===== src/rtl/branch_resolve_ctrl_pkg.sv =====
// Shared constants and types for the ID-stage branch resolution controller.
//   - CMP_* : compare opcodes handed to the branch comparator
//   - FWD_* : comparator operand source selects
//   - state_e : resolution FSM states
//   - stage_t : destination-register view of one downstream pipeline stage
package branch_resolve_ctrl_pkg;

  localparam logic [1:0] CMP_BEQ  = 2'd0;
  localparam logic [1:0] CMP_BNE  = 2'd1;
  localparam logic [1:0] CMP_BLEZ = 2'd2;
  localparam logic [1:0] CMP_BGTZ = 2'd3;

  localparam logic [1:0] FWD_RF  = 2'd0;
  localparam logic [1:0] FWD_MEM = 2'd1;
  localparam logic [1:0] FWD_WB  = 2'd2;

  // Compare operands: 0 = rs (CMPA), 1 = rt (CMPB)
  localparam int NUM_OPS = 2;

  typedef enum logic [1:0] {
    ST_IDLE     = 2'd0,
    ST_WAIT     = 2'd1,
    ST_RESOLVED = 2'd2
  } state_e;

  typedef struct packed {
    logic [4:0] wa;
    logic       regwrite;
    logic       is_load;
  } stage_t;

  // A load always produces a register result, so is_load alone counts as a write.
  function automatic logic writes(stage_t s, logic [4:0] r);
    return (s.regwrite || s.is_load) && (s.wa == r);
  endfunction

endpackage


===== src/rtl/branch_resolve_ctrl_if.sv =====
// Pipeline-facing signal bundle of branch_resolve_ctrl.
//   slave  : controller side (ID/EX/MEM/WB status + comparator result in,
//            comparator controls and pipeline stall/redirect/flush out)
//   master : pipeline/bench side
interface branch_resolve_ctrl_if;
  logic       id_valid;
  logic       id_is_branch;
  logic [1:0] id_cmp_op;
  logic [4:0] id_rs;
  logic [4:0] id_rt;
  logic [4:0] ex_wa;
  logic       ex_regwrite;
  logic       ex_is_load;
  logic [4:0] mem_wa;
  logic       mem_regwrite;
  logic       mem_is_load;
  logic [4:0] wb_wa;
  logic       wb_regwrite;
  logic       cmp_out;
  logic [1:0] cmp_op;
  logic [1:0] fwd_a_sel;
  logic [1:0] fwd_b_sel;
  logic       stall;
  logic       redirect;
  logic       flush_if;

  modport slave (
    input  id_valid, id_is_branch, id_cmp_op, id_rs, id_rt,
           ex_wa, ex_regwrite, ex_is_load, mem_wa, mem_regwrite, mem_is_load,
           wb_wa, wb_regwrite, cmp_out,
    output cmp_op, fwd_a_sel, fwd_b_sel, stall, redirect, flush_if
  );

  modport master (
    output id_valid, id_is_branch, id_cmp_op, id_rs, id_rt,
           ex_wa, ex_regwrite, ex_is_load, mem_wa, mem_regwrite, mem_is_load,
           wb_wa, wb_regwrite, cmp_out,
    input  cmp_op, fwd_a_sel, fwd_b_sel, stall, redirect, flush_if
  );
endinterface


===== src/rtl/branch_resolve_ctrl_hazard.sv =====
// branch_hazard_detect: combinational operand hazard check for the branch in ID.
//   br_in_id       : a valid branch sits in ID
//   src[NUM_OPS]   : compare operand registers (0 = rs, 1 = rt)
//   ex_s, mem_s    : EX / MEM destination info
//   wb_wa/regwrite : WB destination info
//   fwd_sel        : per-operand comparator source (FWD_*)
//   ready          : no operand is waiting on an in-flight result
module branch_hazard_detect
  import branch_resolve_ctrl_pkg::*;
(
  input  logic                       br_in_id,
  input  logic [NUM_OPS-1:0][4:0]    src,
  input  stage_t                     ex_s,
  input  stage_t                     mem_s,
  input  logic [4:0]                 wb_wa,
  input  logic                       wb_regwrite,
  output logic [NUM_OPS-1:0][1:0]    fwd_sel,
  output logic                       ready
);
  logic [NUM_OPS-1:0] hazard;

  for (genvar g = 0; g < NUM_OPS; g++) begin : g_op
    logic live, mem_fwd, wb_fwd;
    assign live = br_in_id && (src[g] != 5'd0);
    // EX results are not available to ID yet; MEM load data arrives only in WB.
    assign hazard[g] = live && (writes(ex_s, src[g]) ||
                                (mem_s.is_load && writes(mem_s, src[g])));
    assign mem_fwd = !mem_s.is_load && writes(mem_s, src[g]);
    assign wb_fwd  = wb_regwrite && (wb_wa == src[g]);
    // MEM holds the younger value, so it wins over WB.
    assign fwd_sel[g] = (!live || hazard[g]) ? FWD_RF  :
                        mem_fwd              ? FWD_MEM :
                        wb_fwd               ? FWD_WB  : FWD_RF;
  end

  assign ready = ~|hazard;
endmodule


===== src/rtl/branch_resolve_ctrl.sv =====
// branch_resolve_ctrl: sequences ID-stage branch resolution around the comparator.
//   clk, reset     : clock, synchronous active-high reset
//   bus (slave)    : pipeline status in; cmp_op/fwd selects/stall/redirect/flush_if out
//   busy           : FSM not idle
//   err_watchdog   : sticky, a branch re-checked in WAIT more than MAX_STALL times
//   cnt_branch/cnt_taken/cnt_stall : saturating statistics
module branch_resolve_ctrl
  import branch_resolve_ctrl_pkg::*;
#(
  parameter int CNT_W      = 16,
  parameter int MAX_STALL  = 4,
  parameter int DELAY_SLOT = 1
) (
  input  logic                 clk,
  input  logic                 reset,
  branch_resolve_ctrl_if.slave bus,
  output logic                 busy,
  output logic                 err_watchdog,
  output logic [CNT_W-1:0]     cnt_branch,
  output logic [CNT_W-1:0]     cnt_taken,
  output logic [CNT_W-1:0]     cnt_stall
);
  localparam int             SW        = $clog2(MAX_STALL + 2);
  localparam logic [SW-1:0]  STALL_SAT = SW'(MAX_STALL + 1);

  state_e                    state_q, state_d;
  logic [SW-1:0]             stall_cnt_q, stall_cnt_d;
  logic                      err_q, err_d;
  logic [CNT_W-1:0]          cnt_branch_q, cnt_branch_d;
  logic [CNT_W-1:0]          cnt_taken_q, cnt_taken_d;
  logic [CNT_W-1:0]          cnt_stall_q, cnt_stall_d;
  logic                      br_in_id, ready, resolve, stall;
  logic [NUM_OPS-1:0][1:0]   fwd_sel;
  stage_t                    ex_s, mem_s;

  // Gating id_valid with reset keeps every combinational output quiet while reset is held.
  assign br_in_id = bus.id_valid && !reset && bus.id_is_branch;
  assign ex_s  = '{wa: bus.ex_wa,  regwrite: bus.ex_regwrite,  is_load: bus.ex_is_load};
  assign mem_s = '{wa: bus.mem_wa, regwrite: bus.mem_regwrite, is_load: bus.mem_is_load};

  branch_hazard_detect u_hzd (
    .br_in_id    (br_in_id),
    .src         ({bus.id_rt, bus.id_rs}),
    .ex_s        (ex_s),
    .mem_s       (mem_s),
    .wb_wa       (bus.wb_wa),
    .wb_regwrite (bus.wb_regwrite),
    .fwd_sel     (fwd_sel),
    .ready       (ready)
  );

  always_comb begin
    state_d      = state_q;
    stall_cnt_d  = stall_cnt_q;
    err_d        = err_q;
    cnt_branch_d = cnt_branch_q;
    cnt_taken_d  = cnt_taken_q;
    cnt_stall_d  = cnt_stall_q;
    resolve      = 1'b0;
    stall        = 1'b0;
    unique case (state_q)
      ST_IDLE, ST_WAIT: begin
        if (!br_in_id) begin
          // Nothing to resolve, or the waiting branch was flushed out of ID.
          state_d = ST_IDLE;
        end else if (ready) begin
          resolve = 1'b1;
          state_d = ST_RESOLVED;
        end else begin
          stall   = 1'b1;
          state_d = ST_WAIT;
          if (state_q == ST_IDLE) begin
            stall_cnt_d = '0;
          end else begin
            // Watchdog counts re-check cycles in WAIT; it flags but never aborts.
            if (stall_cnt_q != STALL_SAT) stall_cnt_d = stall_cnt_q + 1'b1;
            if (stall_cnt_q >= SW'(MAX_STALL)) err_d = 1'b1;
          end
        end
      end
      // One dead cycle so the just-resolved branch leaves ID before re-evaluation.
      ST_RESOLVED: state_d = ST_IDLE;
      default:     state_d = ST_IDLE;
    endcase
    if (resolve && !(&cnt_branch_q))                 cnt_branch_d = cnt_branch_q + 1'b1;
    if (resolve && bus.cmp_out && !(&cnt_taken_q))   cnt_taken_d  = cnt_taken_q + 1'b1;
    if (stall && !(&cnt_stall_q))                    cnt_stall_d  = cnt_stall_q + 1'b1;
  end

  always_ff @(posedge clk) begin
    if (reset) begin
      state_q      <= ST_IDLE;
      stall_cnt_q  <= '0;
      err_q        <= 1'b0;
      cnt_branch_q <= '0;
      cnt_taken_q  <= '0;
      cnt_stall_q  <= '0;
    end else begin
      state_q      <= state_d;
      stall_cnt_q  <= stall_cnt_d;
      err_q        <= err_d;
      cnt_branch_q <= cnt_branch_d;
      cnt_taken_q  <= cnt_taken_d;
      cnt_stall_q  <= cnt_stall_d;
    end
  end

  assign bus.cmp_op    = br_in_id ? bus.id_cmp_op : CMP_BEQ;
  assign bus.fwd_a_sel = fwd_sel[0];
  assign bus.fwd_b_sel = fwd_sel[1];
  assign bus.stall     = stall;
  assign bus.redirect  = resolve && bus.cmp_out;
  assign bus.flush_if  = resolve && bus.cmp_out && (DELAY_SLOT == 0);
  assign busy          = (state_q != ST_IDLE) && !reset;
  assign err_watchdog  = err_q;
  assign cnt_branch    = cnt_branch_q;
  assign cnt_taken     = cnt_taken_q;
  assign cnt_stall     = cnt_stall_q;
endmodule


===== src/flat_wrapper.sv =====
// flat-port wrapper written by rule: the top's interface ports become plain ports
module branch_resolve_ctrl_flat import branch_resolve_ctrl_pkg::*;
#(
  parameter int CNT_W      = 16,
  parameter int MAX_STALL  = 4,
  parameter int DELAY_SLOT = 1
)
  (clk, reset, busy, err_watchdog, cnt_branch, cnt_taken, cnt_stall, bus_id_valid, bus_id_is_branch, bus_id_cmp_op, bus_id_rs, bus_id_rt, bus_ex_wa, bus_ex_regwrite, bus_ex_is_load, bus_mem_wa, bus_mem_regwrite, bus_mem_is_load, bus_wb_wa, bus_wb_regwrite, bus_cmp_out, bus_cmp_op, bus_fwd_a_sel, bus_fwd_b_sel, bus_stall, bus_redirect, bus_flush_if);
  branch_resolve_ctrl_if bus_i ();
  input  logic clk;
  input  logic reset;
  output logic busy;
  output logic err_watchdog;
  output logic [CNT_W-1:0] cnt_branch;
  output logic [CNT_W-1:0] cnt_taken;
  output logic [CNT_W-1:0] cnt_stall;
  input wire logic [$bits(bus_i.id_valid)-1:0] bus_id_valid;
  input wire logic [$bits(bus_i.id_is_branch)-1:0] bus_id_is_branch;
  input wire logic [$bits(bus_i.id_cmp_op)-1:0] bus_id_cmp_op;
  input wire logic [$bits(bus_i.id_rs)-1:0] bus_id_rs;
  input wire logic [$bits(bus_i.id_rt)-1:0] bus_id_rt;
  input wire logic [$bits(bus_i.ex_wa)-1:0] bus_ex_wa;
  input wire logic [$bits(bus_i.ex_regwrite)-1:0] bus_ex_regwrite;
  input wire logic [$bits(bus_i.ex_is_load)-1:0] bus_ex_is_load;
  input wire logic [$bits(bus_i.mem_wa)-1:0] bus_mem_wa;
  input wire logic [$bits(bus_i.mem_regwrite)-1:0] bus_mem_regwrite;
  input wire logic [$bits(bus_i.mem_is_load)-1:0] bus_mem_is_load;
  input wire logic [$bits(bus_i.wb_wa)-1:0] bus_wb_wa;
  input wire logic [$bits(bus_i.wb_regwrite)-1:0] bus_wb_regwrite;
  input wire logic [$bits(bus_i.cmp_out)-1:0] bus_cmp_out;
  output wire logic [$bits(bus_i.cmp_op)-1:0] bus_cmp_op;
  output wire logic [$bits(bus_i.fwd_a_sel)-1:0] bus_fwd_a_sel;
  output wire logic [$bits(bus_i.fwd_b_sel)-1:0] bus_fwd_b_sel;
  output wire logic [$bits(bus_i.stall)-1:0] bus_stall;
  output wire logic [$bits(bus_i.redirect)-1:0] bus_redirect;
  output wire logic [$bits(bus_i.flush_if)-1:0] bus_flush_if;
  assign bus_i.id_valid = bus_id_valid;
  assign bus_i.id_is_branch = bus_id_is_branch;
  assign bus_i.id_cmp_op = bus_id_cmp_op;
  assign bus_i.id_rs = bus_id_rs;
  assign bus_i.id_rt = bus_id_rt;
  assign bus_i.ex_wa = bus_ex_wa;
  assign bus_i.ex_regwrite = bus_ex_regwrite;
  assign bus_i.ex_is_load = bus_ex_is_load;
  assign bus_i.mem_wa = bus_mem_wa;
  assign bus_i.mem_regwrite = bus_mem_regwrite;
  assign bus_i.mem_is_load = bus_mem_is_load;
  assign bus_i.wb_wa = bus_wb_wa;
  assign bus_i.wb_regwrite = bus_wb_regwrite;
  assign bus_i.cmp_out = bus_cmp_out;
  assign bus_cmp_op = bus_i.cmp_op;
  assign bus_fwd_a_sel = bus_i.fwd_a_sel;
  assign bus_fwd_b_sel = bus_i.fwd_b_sel;
  assign bus_stall = bus_i.stall;
  assign bus_redirect = bus_i.redirect;
  assign bus_flush_if = bus_i.flush_if;
  branch_resolve_ctrl #(.CNT_W(CNT_W), .MAX_STALL(MAX_STALL), .DELAY_SLOT(DELAY_SLOT)) u_core (.clk(clk), .reset(reset), .bus(bus_i), .busy(busy), .err_watchdog(err_watchdog), .cnt_branch(cnt_branch), .cnt_taken(cnt_taken), .cnt_stall(cnt_stall));
endmodule

===== config.mk =====
export PLATFORM = sky130hd
export DESIGN_NAME = branch_resolve_ctrl_flat
export DESIGN_NICKNAME = d
export VERILOG_FILES = /design/src/rtl/branch_resolve_ctrl_pkg.sv /design/src/rtl/branch_resolve_ctrl_if.sv /design/src/rtl/branch_resolve_ctrl_hazard.sv /design/src/rtl/branch_resolve_ctrl.sv /design/src/flat_wrapper.sv
export SDC_FILE = /design/constraint.sdc
export NUM_CORES = 1
export LEC_CHECK = 0
export CAP_MARGIN = 20
export CORE_AREA = 2 2 113 71
export CTS_BUF_LIST = sky130_fd_sc_hd__clkbuf_16
export DETAILED_ROUTE_END_ITERATION = 8
export DIE_AREA = 0 0 115 73
export MAX_ROUTING_LAYER = met4
export PLACE_DENSITY = 0.76
export RECOVER_POWER = 100
export SYNTH_ARGS = -nofsm -noshare
export SYNTH_HDL_FRONTEND = slang
export SYNTH_SLANG_ARGS = --single-unit

===== constraint.sdc =====
create_clock -name clk -period 6.5 [get_ports clk]
set_input_delay 1.95 -clock clk [delete_from_list [all_inputs] [get_ports clk]]
set_output_delay 1.95 -clock clk [all_outputs]
set_load 0.03 [all_outputs]

==> results by group <==
Yosys
  • Asr flop ratio synth: 0
  • Area of the mapped netlist: 3270 um^2
  • Yosys cell types: just under 60
  • Syn_area_per_cell: 8.44 um^2
  • Primary FF master, synth: dfxtp_1
  • Synthesized net count: 429
  • Post-synth EDFFs: 0
  • Ys Warns: 0
  • Cells after Synth: around 390
  • FF+latch count, synth: 54
  • Post-synthesis sequential area ratio: 0.331

Cells and area
  • Area growth from synthesis to layout: 32.3%
  • Ant diodes: 0
  • Layout net count: between 500 and 600
  • Final Util: 0.575
  • Layout cells sized above 1: 0.0459

Hold path
  • Min-delay src: u_core.cnt_taken[9]
  • Hold Path Sink: u_core.cnt_taken[9]
  • Hold Crit Depth: 2
  • Worst Hold Class: flop to flop

Global routing
  • Largest net degree at the start of global routing: approximately 60
  • Grt ovf: 0
  • GRT Overall Usage: 0.224
  • Vias in the first global route: between 2000 and 3000
  • Initial antenna violation count: 0
  • First-pass GRT wire length: ~15 mm

Worst setup path
  • FF-to-FF End: u_core.cnt_taken[11]
  • Worst EP required: between 4000 and 5000 ps
  • CP Capture Type: output pin
  • Type of origin of the critical path: input pin
  • Arr. time, crit path: 4350 ps
  • R2r setup slk: between 3000 and 4000 ps
  • R2R Path Start: u_core.cnt_taken[0]
  • Setup CP Type: input pin to output pin
  • FF-to-FF path depth: 7
  • Critical path fanouts, max: 5

Clocking
  • TritonCTS buffer count: 5
  • Post-CTS setup buffers: 0
  • Hold Buf Count CTS: 0
  • Clock Latency Late Sink: 290 ps
  • CTS tree: done
  • Cts repair resizes: 0
  • Clk sinks: 54
  • Root Driver: clkbuf_16
  • H-tree Lvls: 2
  • Clk slew on worst S/H paths: 70 ps
  • Clock buffer depth: 2

Pwr
  • Total power: approximately 670 uW
  • Worst ir drop on vdd: between 90 and 100 uV
  • P per Cell Area: 155 nW/um^2
  • Leakage: about 1.7 nW

Floorplan
  • Io pins: 96
  • Chip height: around 73 um
  • Core area: about 7500 um^2
  • Die X: 115 um
  • Die Area: roughly 8400 um^2
  • Starting density of the core: 0.435
  • Site Rows: 25

STA
  • Fin. Hold Viols: 0
  • Setup violators final: 0
  • Final WS setup: ~200 ps
  • Worst Skew: 8.36 ps
  • Fmax: around 0.16 GHz
  • Rel. slew slack: 0.230
  • Unrepaired setup endpoints after global routing: false
  • Worst slew pin tran: between 1000 and 1500 ps
  • Tmin final: 6300 ps
  • Fin. max-slew vios: 0
  • Tcrit/Tclk final: 0.970
  • Total Neg Setup Slack: 0 ps

Placement
  • DP Worst Slack: about 430 ps
  • Detail Placement HPWL: approximately 7.0 mm
  • Gpl congestion: 0.881
  • Port Buffers: 94

Drt
  • Drt wl/cell: 16.0 um
  • DRT antenna net count: 0
  • Post-Route WL: between 9 and 10 mm
  • DR DRC count: 0
  • Starting DRT DRC Count: 201
  • Vias/cell: ~5.8
  • Via count: ~3300
  • First-pass iteration count of the detailed router: 5

Run status
  • Status: finished clean

Flow run
  • Maximum capacitance violations: 0
synthesized netlist by cell type, drive strengths merged (2+ instances only):
library cell / instances / area (um^2)
a21oi: 33 / 165
a211oi: 2 / 15.0
o311ai: 4 / 35.0
clkbuf: 6 / 22.5
or2: 2 / 15.0
a31oi: 3 / 18.8
or3: 18 / 113
inv: 12 / 45.0
o21ai: 17 / 100
nand3: 24 / 133
nor4: 7 / 50.1
or4: 16 / 128
xnor2: 11 / 96.3
a311oi: 2 / 17.5
mux2i: 2 / 20.0
mux2: 5 / 56.3
nand2: 23 / 93.8
nand2b: 3 / 18.8
and3: 11 / 68.8
a21o: 3 / 30.0
o32ai: 2 / 17.5
o31ai: 13 / 97.6
nor2: 25 / 93.8
and2: 5 / 31.3
nor3: 7 / 40.0
nand4: 15 / 109
nor2b: 8 / 50.1
ha: 5 / 62.6
dfxtp: 54 / 1080
buf: 8 / 75.1
xor2: 24 / 210
and4: 2 / 17.5
o41ai: 4 / 35.0
power breakdown:
group | internal [mW] | switching (mW) | total [mW] | leakage (nW)
Sequential | 0.332 | 0.00121 | 0.333 | 0.435
Combinational | 0.0351 | 0.0412 | 0.0764 | 1.15
Clock | 0.142 | 0.118 | 0.260 | 0.0750
logic make-up (layout without fill, tap and decap cells):
group,after synthesis,count (layout),synth area share
other,1,1,0.00115
xor gates and xnor gates,35,35,0.0939
buffers and inverters,26,118,0.0437
AOI/OAI and AO/OA,89,89,0.181
muxes,7,7,0.0234
DFF,54,54,0.331
adders and majority gates,5,5,0.0192
and+or+nand+nor,170,170,0.307
flip-flops by register name, summed over array words and instances, names as in the netlist:
register and count:
u_core.err_watchdog 1, u_core.cnt_taken 16, u_core.cnt_branch 16, u_core.stall_cnt_q 3, u_core.cnt_stall 16, u_core.state_q 2
routing by layer:
layer	track usage	vias to the layer above	wire length [um]
li1	-	1632	-
met5	-	-	0
met1	0.341	1567	4720
met2	0.310	110	3810
met4	0.0268	0	36
met3	0.0465	7	586
metrics by stage:
stage	hold slack (ps)	std cells	cell area, um^2
after CTS	505	573	4390
after global placement	474	565	4250
final	504	573	4320
after global routing	535	573	4320
after floorplan	485	387	3270
after detailed placement	493	565	4250
final cells by class:
class | count | area (um^2)
Clock buffer | 5 | 125
Clock inverter | 3 | 17.5
Inverter | 12 | 45.0
Multi-Input combinational cell | 307 | 1990
Sequential cell | 54 | 1080
Tap cell | 94 | 118
Timing Repair Buffer | 98 | 946
Fill cell | 699 | 3190
worst max-delay path, cell delays in order:
cell and delay, ps:
dlygate4sd3_1 690, xor2_1 180, nor3_1 90, a32oi_1 400
nand2b_1 160, nor2_1 130, dlygate4sd3_1 750
cell usage in the layout (no fill, tap or decap), types with 18 or more instances in the layout:
cell type        instances
a21oi_1                 33
clkdlybuf4s50_1         34
dfxtp_1                 54
dlygate4sd3_1           57
nand2_1                 23
nand3_1                 23
nor2_1                  25
or3_1                   18
xor2_1                  24
how the worst max path moves through the flow:
stage / start / to / cells after the start
after global placement: bus_id_rt[0] / bus_fwd_b_sel[1] / 7
after floorplan: reset / bus_fwd_a_sel[1] / 3
after detailed placement: bus_id_rs[1] / bus_fwd_a_sel[1] / 7
final: bus_id_rt[3] / bus_fwd_b_sel[0] / 7
after global routing: bus_id_rt[3] / bus_redirect / 9
after CTS: bus_id_rs[1] / bus_fwd_a_sel[1] / 7
Power figures use the tool's default switching activity.
